`src/rtl/axis_block_mean_subtractor.sv`:
```
// -----------------------------------------------------------------------------
// axis_block_mean_subtractor
//
// Collects a block of 2^BLOCK_SIZE_LOG samples from an AXI-Stream input,
// computes the block mean (floor division), then replays every sample minus
// that mean, in arrival order, with output_last on the final sample. A single
// block buffer is used, so the load and emit phases strictly alternate.
//
// Parameters:
//   DATA_WIDTH      input sample width
//   BLOCK_SIZE_LOG  log2 of samples per block (1..12)
//   IS_SIGNED       1 = samples are two's complement, 0 = unsigned
//
// Ports:
//   clk           clock, rising edge
//   rst           asynchronous, active-high reset
//   input_valid   AXIS input valid
//   input_ready   AXIS input ready (high only while loading)
//   input_data    input sample, DATA_WIDTH bits
//   output_valid  AXIS output valid (registered)
//   output_ready  AXIS output ready
//   output_data   signed (sample - mean), DATA_WIDTH+1 bits
//   output_last   high with the final sample of each block
// -----------------------------------------------------------------------------
`timescale 1ns/1ps

module axis_block_mean_subtractor #(
  parameter int unsigned DATA_WIDTH     = 16,
  parameter int unsigned BLOCK_SIZE_LOG = 8,
  parameter bit          IS_SIGNED      = 1'b0
) (
  input  logic                  clk,
  input  logic                  rst,
  input  logic                  input_valid,
  output logic                  input_ready,
  input  logic [DATA_WIDTH-1:0] input_data,
  output logic                  output_valid,
  input  logic                  output_ready,
  output logic [DATA_WIDTH:0]   output_data,
  output logic                  output_last
);

  localparam int unsigned DEPTH = 1 << BLOCK_SIZE_LOG;
  localparam int unsigned ACC_W = DATA_WIDTH + BLOCK_SIZE_LOG;

  localparam logic [BLOCK_SIZE_LOG-1:0] LAST_IDX = BLOCK_SIZE_LOG'(DEPTH - 1);
  localparam logic [BLOCK_SIZE_LOG-1:0] IDX_ONE  = BLOCK_SIZE_LOG'(1);

  typedef enum logic [1:0] {
    S_LOAD,
    S_MEAN,
    S_EMIT
  } state_t;

  // Control and accumulation state
  state_t                    r_state;
  logic                      r_in_ready;
  logic [BLOCK_SIZE_LOG-1:0] r_count;
  logic [ACC_W-1:0]          r_acc;
  logic [DATA_WIDTH-1:0]     r_mean;

  // Block buffer and its synchronous read register
  logic [DATA_WIDTH-1:0]     r_mem [DEPTH];
  logic [DATA_WIDTH-1:0]     r_rd_data;

  // Read stage bookkeeping: r_rd_valid marks r_rd_data as holding a sample
  // not yet moved to the output register; it doubles as the skid entry.
  logic                      r_rd_valid;
  logic                      r_rd_last;
  logic                      r_rd_more;
  logic [BLOCK_SIZE_LOG-1:0] r_rd_idx;

  // Registered output stage
  logic                      r_out_valid;
  logic                      r_out_last;
  logic [DATA_WIDTH:0]       r_out_data;

  logic                      w_in_fire;
  logic                      w_out_fire;
  logic                      w_out_load;
  logic                      w_rd_en;
  logic                      w_in_sign;
  logic                      w_rd_sign;
  logic                      w_mean_sign;
  logic [ACC_W-1:0]          w_in_ext;
  logic [DATA_WIDTH:0]       w_diff;

  assign w_in_fire  = input_valid & r_in_ready;
  assign w_out_fire = r_out_valid & output_ready;

  // The output register takes a new sample when it is empty or being drained.
  assign w_out_load = r_rd_valid & (~r_out_valid | output_ready);

  // Index 0 is fetched in MEAN; during EMIT a read is issued only when the
  // read register is free or is being emptied this cycle, so it never
  // overwrites a sample still waiting for the output stage.
  assign w_rd_en = (r_state == S_MEAN) |
                   ((r_state == S_EMIT) & r_rd_more & (~r_rd_valid | w_out_load));

  // Sign bits for extension; forced to zero for unsigned samples.
  assign w_in_sign   = IS_SIGNED & input_data[DATA_WIDTH-1];
  assign w_rd_sign   = IS_SIGNED & r_rd_data[DATA_WIDTH-1];
  assign w_mean_sign = IS_SIGNED & r_mean[DATA_WIDTH-1];

  assign w_in_ext = {{BLOCK_SIZE_LOG{w_in_sign}}, input_data};
  assign w_diff   = {w_rd_sign, r_rd_data} - {w_mean_sign, r_mean};

  // ---------------------------------------------------------------------------
  // Phase FSM, accumulator and mean register
  // ---------------------------------------------------------------------------
  // NOTE: all clocked state uses non-blocking assignments so every register
  // samples pre-edge values, independent of statement order.
  always_ff @(posedge clk or posedge rst) begin
    if (rst) begin
      r_state    <= S_LOAD;
      r_in_ready <= 1'b1;
      r_count    <= '0;
      r_acc      <= '0;
      r_mean     <= '0;
    end else begin
      case (r_state)
        S_LOAD: begin
          if (w_in_fire) begin
            r_acc   <= r_acc + w_in_ext;
            r_count <= r_count + IDX_ONE;
            if (r_count == LAST_IDX) begin
              r_state    <= S_MEAN;
              r_in_ready <= 1'b0;
            end
          end
        end
        S_MEAN: begin
          // Dropping the top BLOCK_SIZE_LOG bits of the shifted sum removes
          // exactly the bits where logical and arithmetic shifts differ, so
          // this is floor(acc / 2^BLOCK_SIZE_LOG) for both sample encodings.
          r_mean  <= DATA_WIDTH'(r_acc >> BLOCK_SIZE_LOG);
          r_acc   <= '0;
          r_count <= '0;
          r_state <= S_EMIT;
        end
        S_EMIT: begin
          if (w_out_fire && r_out_last) begin
            r_state    <= S_LOAD;
            r_in_ready <= 1'b1;
          end
        end
        default: begin
          r_state    <= S_LOAD;
          r_in_ready <= 1'b1;
        end
      endcase
    end
  end

  // ---------------------------------------------------------------------------
  // Block buffer: single port, writes only in LOAD, reads only in MEAN/EMIT
  // ---------------------------------------------------------------------------
  // NOTE: the buffer and its read register carry no reset so they map onto
  // block RAM; r_rd_valid qualifies the read data instead.
  always_ff @(posedge clk) begin
    if (w_in_fire) begin
      r_mem[r_count] <= input_data;
    end
    if (w_rd_en) begin
      r_rd_data <= r_mem[r_rd_idx];
    end
  end

  // ---------------------------------------------------------------------------
  // Read stage control
  // ---------------------------------------------------------------------------
  always_ff @(posedge clk or posedge rst) begin
    if (rst) begin
      r_rd_valid <= 1'b0;
      r_rd_last  <= 1'b0;
      r_rd_more  <= 1'b0;
      r_rd_idx   <= '0;
    end else if (w_rd_en) begin
      r_rd_valid <= 1'b1;
      r_rd_last  <= (r_rd_idx == LAST_IDX);
      r_rd_more  <= (r_rd_idx != LAST_IDX);
      r_rd_idx   <= r_rd_idx + IDX_ONE;  // wraps to 0 after the final sample
    end else if (w_out_load) begin
      r_rd_valid <= 1'b0;
    end
  end

  // ---------------------------------------------------------------------------
  // Output register: holds data/last/valid while stalled
  // ---------------------------------------------------------------------------
  always_ff @(posedge clk or posedge rst) begin
    if (rst) begin
      r_out_valid <= 1'b0;
      r_out_last  <= 1'b0;
      r_out_data  <= '0;
    end else if (w_out_load) begin
      r_out_valid <= 1'b1;
      r_out_last  <= r_rd_last;
      r_out_data  <= w_diff;
    end else if (output_ready) begin
      r_out_valid <= 1'b0;
      r_out_last  <= 1'b0;
    end
  end

  assign input_ready  = r_in_ready;
  assign output_valid = r_out_valid;
  assign output_data  = r_out_data;
  assign output_last  = r_out_last;

endmodule

```
`config.mk`:
```
export PLATFORM = sky130hd
export DESIGN_NAME = axis_block_mean_subtractor
export DESIGN_NICKNAME = d
export VERILOG_FILES = /design/src/rtl/axis_block_mean_subtractor.sv
export SDC_FILE = /design/constraint.sdc
export NUM_CORES = 2
export LEC_CHECK = 0
export CORE_MARGIN = 4
export CORE_UTILIZATION = 35
export DETAILED_ROUTE_END_ITERATION = 16
export SETUP_SLACK_MARGIN = 0.02
export SLEW_MARGIN = 40
export SYNTH_ARGS = -nofsm -noshare
export SYNTH_HDL_FRONTEND = slang
export SYNTH_SLANG_ARGS = --single-unit
```
`constraint.sdc`:
```
create_clock -name clk -period 5.7 [get_ports clk]
set_input_delay 0.57 -clock clk [delete_from_list [all_inputs] [get_ports clk]]
set_output_delay 0.57 -clock clk [all_outputs]
set_load 0.01 [all_outputs]
```
Yosys cells after proc, flatten, opt, wreduce, memory -nomap -nowiden
Memory sizes are Yosys's and may differ from the RTL's. A register that Yosys moved wholly into a read port is not among the register bits.
Index checks and enable logic that the tools add are counted.
{"block": "classes", "add_sub_neg": 4, "eq_ne": 8, "muxes": 19, "bitwise_logic": 11, "n_reduce_logical": 8}
{"cell": "$pmux 24 s2", "n": 1}
{"cell": "$add 24x16->24", "n": 1}
{"cell": "$mux 24", "n": 1}
{"cell": "$sub 16x16->17", "n": 1}
{"cell": "$add 8x1->8 const B", "n": 2}
{"cell": "$eq 8x8->1 const B", "n": 2}
{"cell": "$pmux 8 s2", "n": 1}
{"cell": "$mux 1", "n": 10}
{"cell": "$mux 8", "n": 1}
{"cell": "$ne 8x8->1 const B", "n": 1}
{"cell": "$mux 2", "n": 3}
{"cell": "$pmux 2 s3", "n": 1}
{"cell": "$reduce_bool 2->1", "n": 3}
{"cell": "$and 1x1->1", "n": 5}
{"cell": "$ne 2x2->1 const B", "n": 2}
{"cell": "$reduce_and 4->1", "n": 1}
{"cell": "$not 1->1", "n": 3}
{"cell": "$or 1x1->1", "n": 3}
{"cell": "$pmux 1 s3", "n": 1}
{"cell": "$reduce_and 3->1", "n": 1}
{"cell": "$eq 2x1->1 const B", "n": 1}
{"cell": "$eq 2x2->1 const B", "n": 1}
{"cell": "$logic_not 2->1", "n": 1}
{"cell": "$ne 2x1->1 const B", "n": 1}
{"cell": "2 further kinds", "n": 2}
{"block": "word_totals", "regBits": 81, "ram_bits": 4096, "input_bits": 20, "word_cells": 63, "n_memories": 1}
{"name": "r_mem", "depth": 256, "word_bits": 16, "read_ports": 1, "rd_clocked_by_memory_dff": 1, "wr": 1, "line_no": "63", "source": "logic [DATA_WIDTH-1:0] r_mem [DEPTH];"}

Logic depth before layout (Yosys ltp)
{"block": "depth", "word_depth": 7, "depth_mapped": 14, "ltp_nobuf": 10}

Worst setup path after synthesis
No wires, ideal clock.
{"block": "synth_timing", "kind": "input port to flip-flop", "start": "input input_valid", "end": "memory r_mem[103][0], enable pin", "setup_time_ns": 0.388, "t_arrival_ns": 2.398, "setup_slack_ns": 2.913, "stages": 6, "path_cell_list": "and2_1 -> clkbuf_1 -> buf_1 -> nand3_1 -> clkbuf_1 -> nor2_1"}
{"block": "synth_via", "elab_chain_len": 3}
{"item": "start, declared", "line_no": "34", "source": "input logic input_valid,"}
{"item": "$and 1x1->1", "line_no": "88", "source": "assign w_in_fire = input_valid & r_in_ready;"}
{"item": "$mux 1", "line_no": "161", "source": "if (w_in_fire) begin"}
{"item": "$mux 1 (not written as such)", "line_no": "162", "source": "r_mem[r_count] <= input_data;"}
{"item": "end, declared", "line_no": "63"}
Every way passes these cells.

==> impl_metrics.py <==
metrics = {
    "grt": {
        "grt_usage_pct": 19.13,
        "grt_antenna_before_repair": 31,
        "overflow": 0,
        "grt_first_pass_wirelength_microns": 659300,
        "grt_pass1_vias": 84219,
        "grt_max_degree": 193,
    },
    "die": {
        "core-area_sq_um": 467900,
        "die_y_microns": 693.8,
        "die_width_microns": 693.8,
        "ioPinCount": 40,
        "dieArea_sq_um": 481300,
        "initial_utilization_pct": 35.17,
        "rows": 251,
    },
    "sta": {
        "fin_crit_sh_pct": 81.24,
        "final-hold-violation-count": 0,
        "fin_tns_setup_ns": 0,
        "worstMarginPinSlew_ns": 0.9563,
        "finClkSkew_ns": 0.09156,
        "fin_ws_ns": 1.069,
        "post-route-min-period_ns": 4.631,
        "slew_violations": 0,
        "rsz0062_at_grt": "false",
        "setup-violations-final": 0,
        "relSlewSlack_pct": 35.57,
        "fmax_mhz": 215.9,
    },
    "worst_hold_path": {
        "min_path_type": "input pin to flop",
        "worst_hold_path.endpoint": "r_mem[45][12]",
        "min-delay-start": "input_data[12]",
        "hold_depth": 1,
    },
    "placement": {
        "gp_congestion": 0.8598,
        "dp_hpwl_microns": 282300,
        "dp.cells": 14188,
        "io_buffers": 39,
        "post-place-ws_ns": 1.114,
    },
    "worst_setup_path": {
        "cp_data_required_time_ns": 6.37,
        "reg2reg_depth": 8,
        "rr_startpoint": "r_rd_idx[0]",
        "worstSetupPathType": "flop to flop",
        "reg2reg_to": "r_rd_data[5]",
        "worst_ep_arrival_time_ns": 5.30,
        "cp_max_fo": 27,
        "r2r_setup_slack_ns": 1.07,
        "worstSetupEndpointType": "flop",
        "start_kind": "flop",
    },
    "logic_synthesis": {
        "synth_cells": 7955,
        "ys_warn_count": 0,
        "seq_area_frac_synth_pct": 76.25,
        "ys_ff_latch": 4193,
        "synth.avg_cell_area_sq_um": 20.69,
        "synth_ff_type": "edfxtp_1",
        "async_flop_share_pct": 1.932,
        "syn_nets": 8014,
        "synth_edf_count": 4112,
        "synth_area_sq_um": 164600,
        "ys_types": 83,
    },
    "clock_network": {
        "ctsResizeCount": 0,
        "clk_path_buf_depth": 4,
        "clk_latency_ns": 0.99,
        "post_cts_buffers": 0,
        "cts_hold_buf": 13,
        "ctsHtreeMaxLevel": 5,
        "tritoncts": "done",
        "clk_pin_slew_worst_paths_ns": 0.06,
        "cts_root_buf": "clkbuf_16",
        "clock-sinks": 4193,
        "cts_buffers": 424,
    },
    "power_and_ir_drop": {
        "irDropWorstVdd_mv": 0.4373,
        "p_leak_nw": 59.66,
        "power_density_nw_per_um2": 466.4,
    },
    "detailed_routing": {
        "drt_iter0_drc": 11134,
        "postRouteAntennaNets": 0,
        "wl_per_cell_microns": 31.48,
        "via_per_inst": 5.687,
        "remaining_drc_errors": 0,
        "wl_microns": 472600,
        "first_pass_iters": 6,
        "vias": 85363,
    },
    "final_layout": {
        "syn2layout_area_growth_pct": 14.42,
        "multi_input_area_sq_um": 36450,
        "drive_above_1_share_pct": 24.32,
        "final_cells": 15011,
        "final_cell_mix": "edfxtp_1 (4112), mux4_2 (771), mux2i_1 (621)",
        "num-fill-cells": 41043,
        "ff_latch_area_sq_um": 125500,
        "fin_nets": 8495,
        "final_common_cell": "edfxtp_1",
    },
    "job": {
        "maxCapViolations": 0,
    },
    "run_status": {
        "outcome": "complete, no violations",
    },
}
worst max-delay path by stage:
| stage | startpoint | end | slack, ns |
|---|---|---|---|
| after CTS | r_rd_idx[0] | r_rd_data[5] | 1.11 |
| after detailed placement | r_rd_idx[0] | r_rd_data[5] | 1.11 |
| after global routing | r_rd_idx[0] | r_rd_data[5] | 1.08 |
| after floorplan | input_valid | r_mem[103][0] | 2.91 |
| final | r_rd_idx[0] | r_rd_data[5] | 1.07 |
| after global placement | r_rd_idx[0] | r_rd_data[5] | 0.76 |
metal layers:
metal | part of all wire [%] | global-route usage [%] | vias to the layer above
li1 | - | - | 34315
met1 | 40 | 26.18 | 45683
met2 | 47 | 29.95 | 4555
met3 | 10 | 4.398 | 802
met4 | 3.9 | 6.900 | 8
met5 | 0.013 | 0 | -
cells by family after synthesis:
group | after synthesis | synth area share [%]
DFF | 4193 | 76.25
muxes | 1450 | 14.94
AOI/OAI and AO/OA | 919 | 3.904
and+or+nand+nor | 817 | 2.192
buffers and inverters | 506 | 2.239
adders and majority gates | 39 | 0.3056
xor gates and xnor gates | 31 | 0.1650
cell usage after synthesis, types with 10 or more instances:
cell      number  area (sq um)
edfxtp_1    4112        123500
mux4_2       771         17360
mux2i_1      622          6226
nor2_1       348          1306
o221ai_1     236          2067
a21oi_1      200          1001
nand2_1      188         705.7
o22ai_1      158         988.5
clkbuf_1     150         563.0
buf_2        101         505.5
o21ai_0      100         500.5
buf_6         87         979.7
nor3_1        85         425.4
dfrtp_1       80          2002
nand3_1       70         350.3
buf_8         37         555.5
ha_1          37         462.9
mux2_2        33         371.6
inv_1         32         120.1
buf_4         29         217.7
a211oi_1      28         210.2
buf_12        25         500.5
mux4_1        24         630.6
and2_1        21         131.4
buf_1         20         75.07
nand2b_1      19         118.9
o211ai_1      18         135.1
a221oi_1      17         148.9
o31ai_1       17         127.6
xnor2_1       17         148.9
a21o_1        16         120.1
a22o_1        16         140.1
clkbuf_4      16         120.1
nor4_1        16         100.1
a31oi_1       14         87.58
or3_1         14         87.58
xor2_1        14         122.6
nor2b_1       12         75.07
and3_1        10         62.56
cell type report:
type	instances	share of cell area [%]
Sequential cell	4193	66.65
Multi-Input combinational cell	3256	19.35
Clock buffer	534	5.898
Tap cell	6198	4.118
Timing Repair Buffer	526	2.665
Clock inverter	252	1.210
Inverter	35	0.08172
Antenna cell	17	0.02259
registers in the layout (all words and copies together) (netlist names):
register,count
r_rd_last,1
output_data,17
input_ready,1
r_mem,4096
r_rd_idx,8
r_state,2
r_mean,16
output_valid,1
r_rd_data,16
r_acc,24
output_last,1
r_rd_valid,1
r_rd_more,1
r_count,8
worst max-delay path, cell delays in order, from the launching register on:
cell and delay (ns):
dfrtp_4 0.91, buf_12 0.38, buf_12 0.27, buf_12 0.27, mux4_2 0.55, mux4_2 0.53, a22o_1 0.35, nor4_2 0.77
nor3_1 0.13
through the flow:
stage / cell area (sq um) / util (%) / hold WS (ns) / power [mW]
floorplan: 164600 / - / 0.4506 / 51.91
global placement: 174000 / 37.18 / 0.4622 / 61.03
detailed placement: 174600 / 37.31 / 0.4706 / 61.26
CTS: 188100 / 40.20 / 0.03912 / 88.07
global route: 188300 / 40.24 / 0.1115 / 90.65
finish: 188300 / 40.25 / 0.1157 / 87.83
power breakdown:
part / leakage, nW / total, mW / switching [mW] / internal, mW
Clock: 6.51 / 27.0 / 11.8 / 15.2
Sequential: 38.0 / 34.7 / 0.608 / 34.1
Combinational: 15.2 / 26.2 / 16.0 / 10.2
Total: 59.7 / 87.8 / 28.4 / 59.4
(Power assumes the default switching activity.)
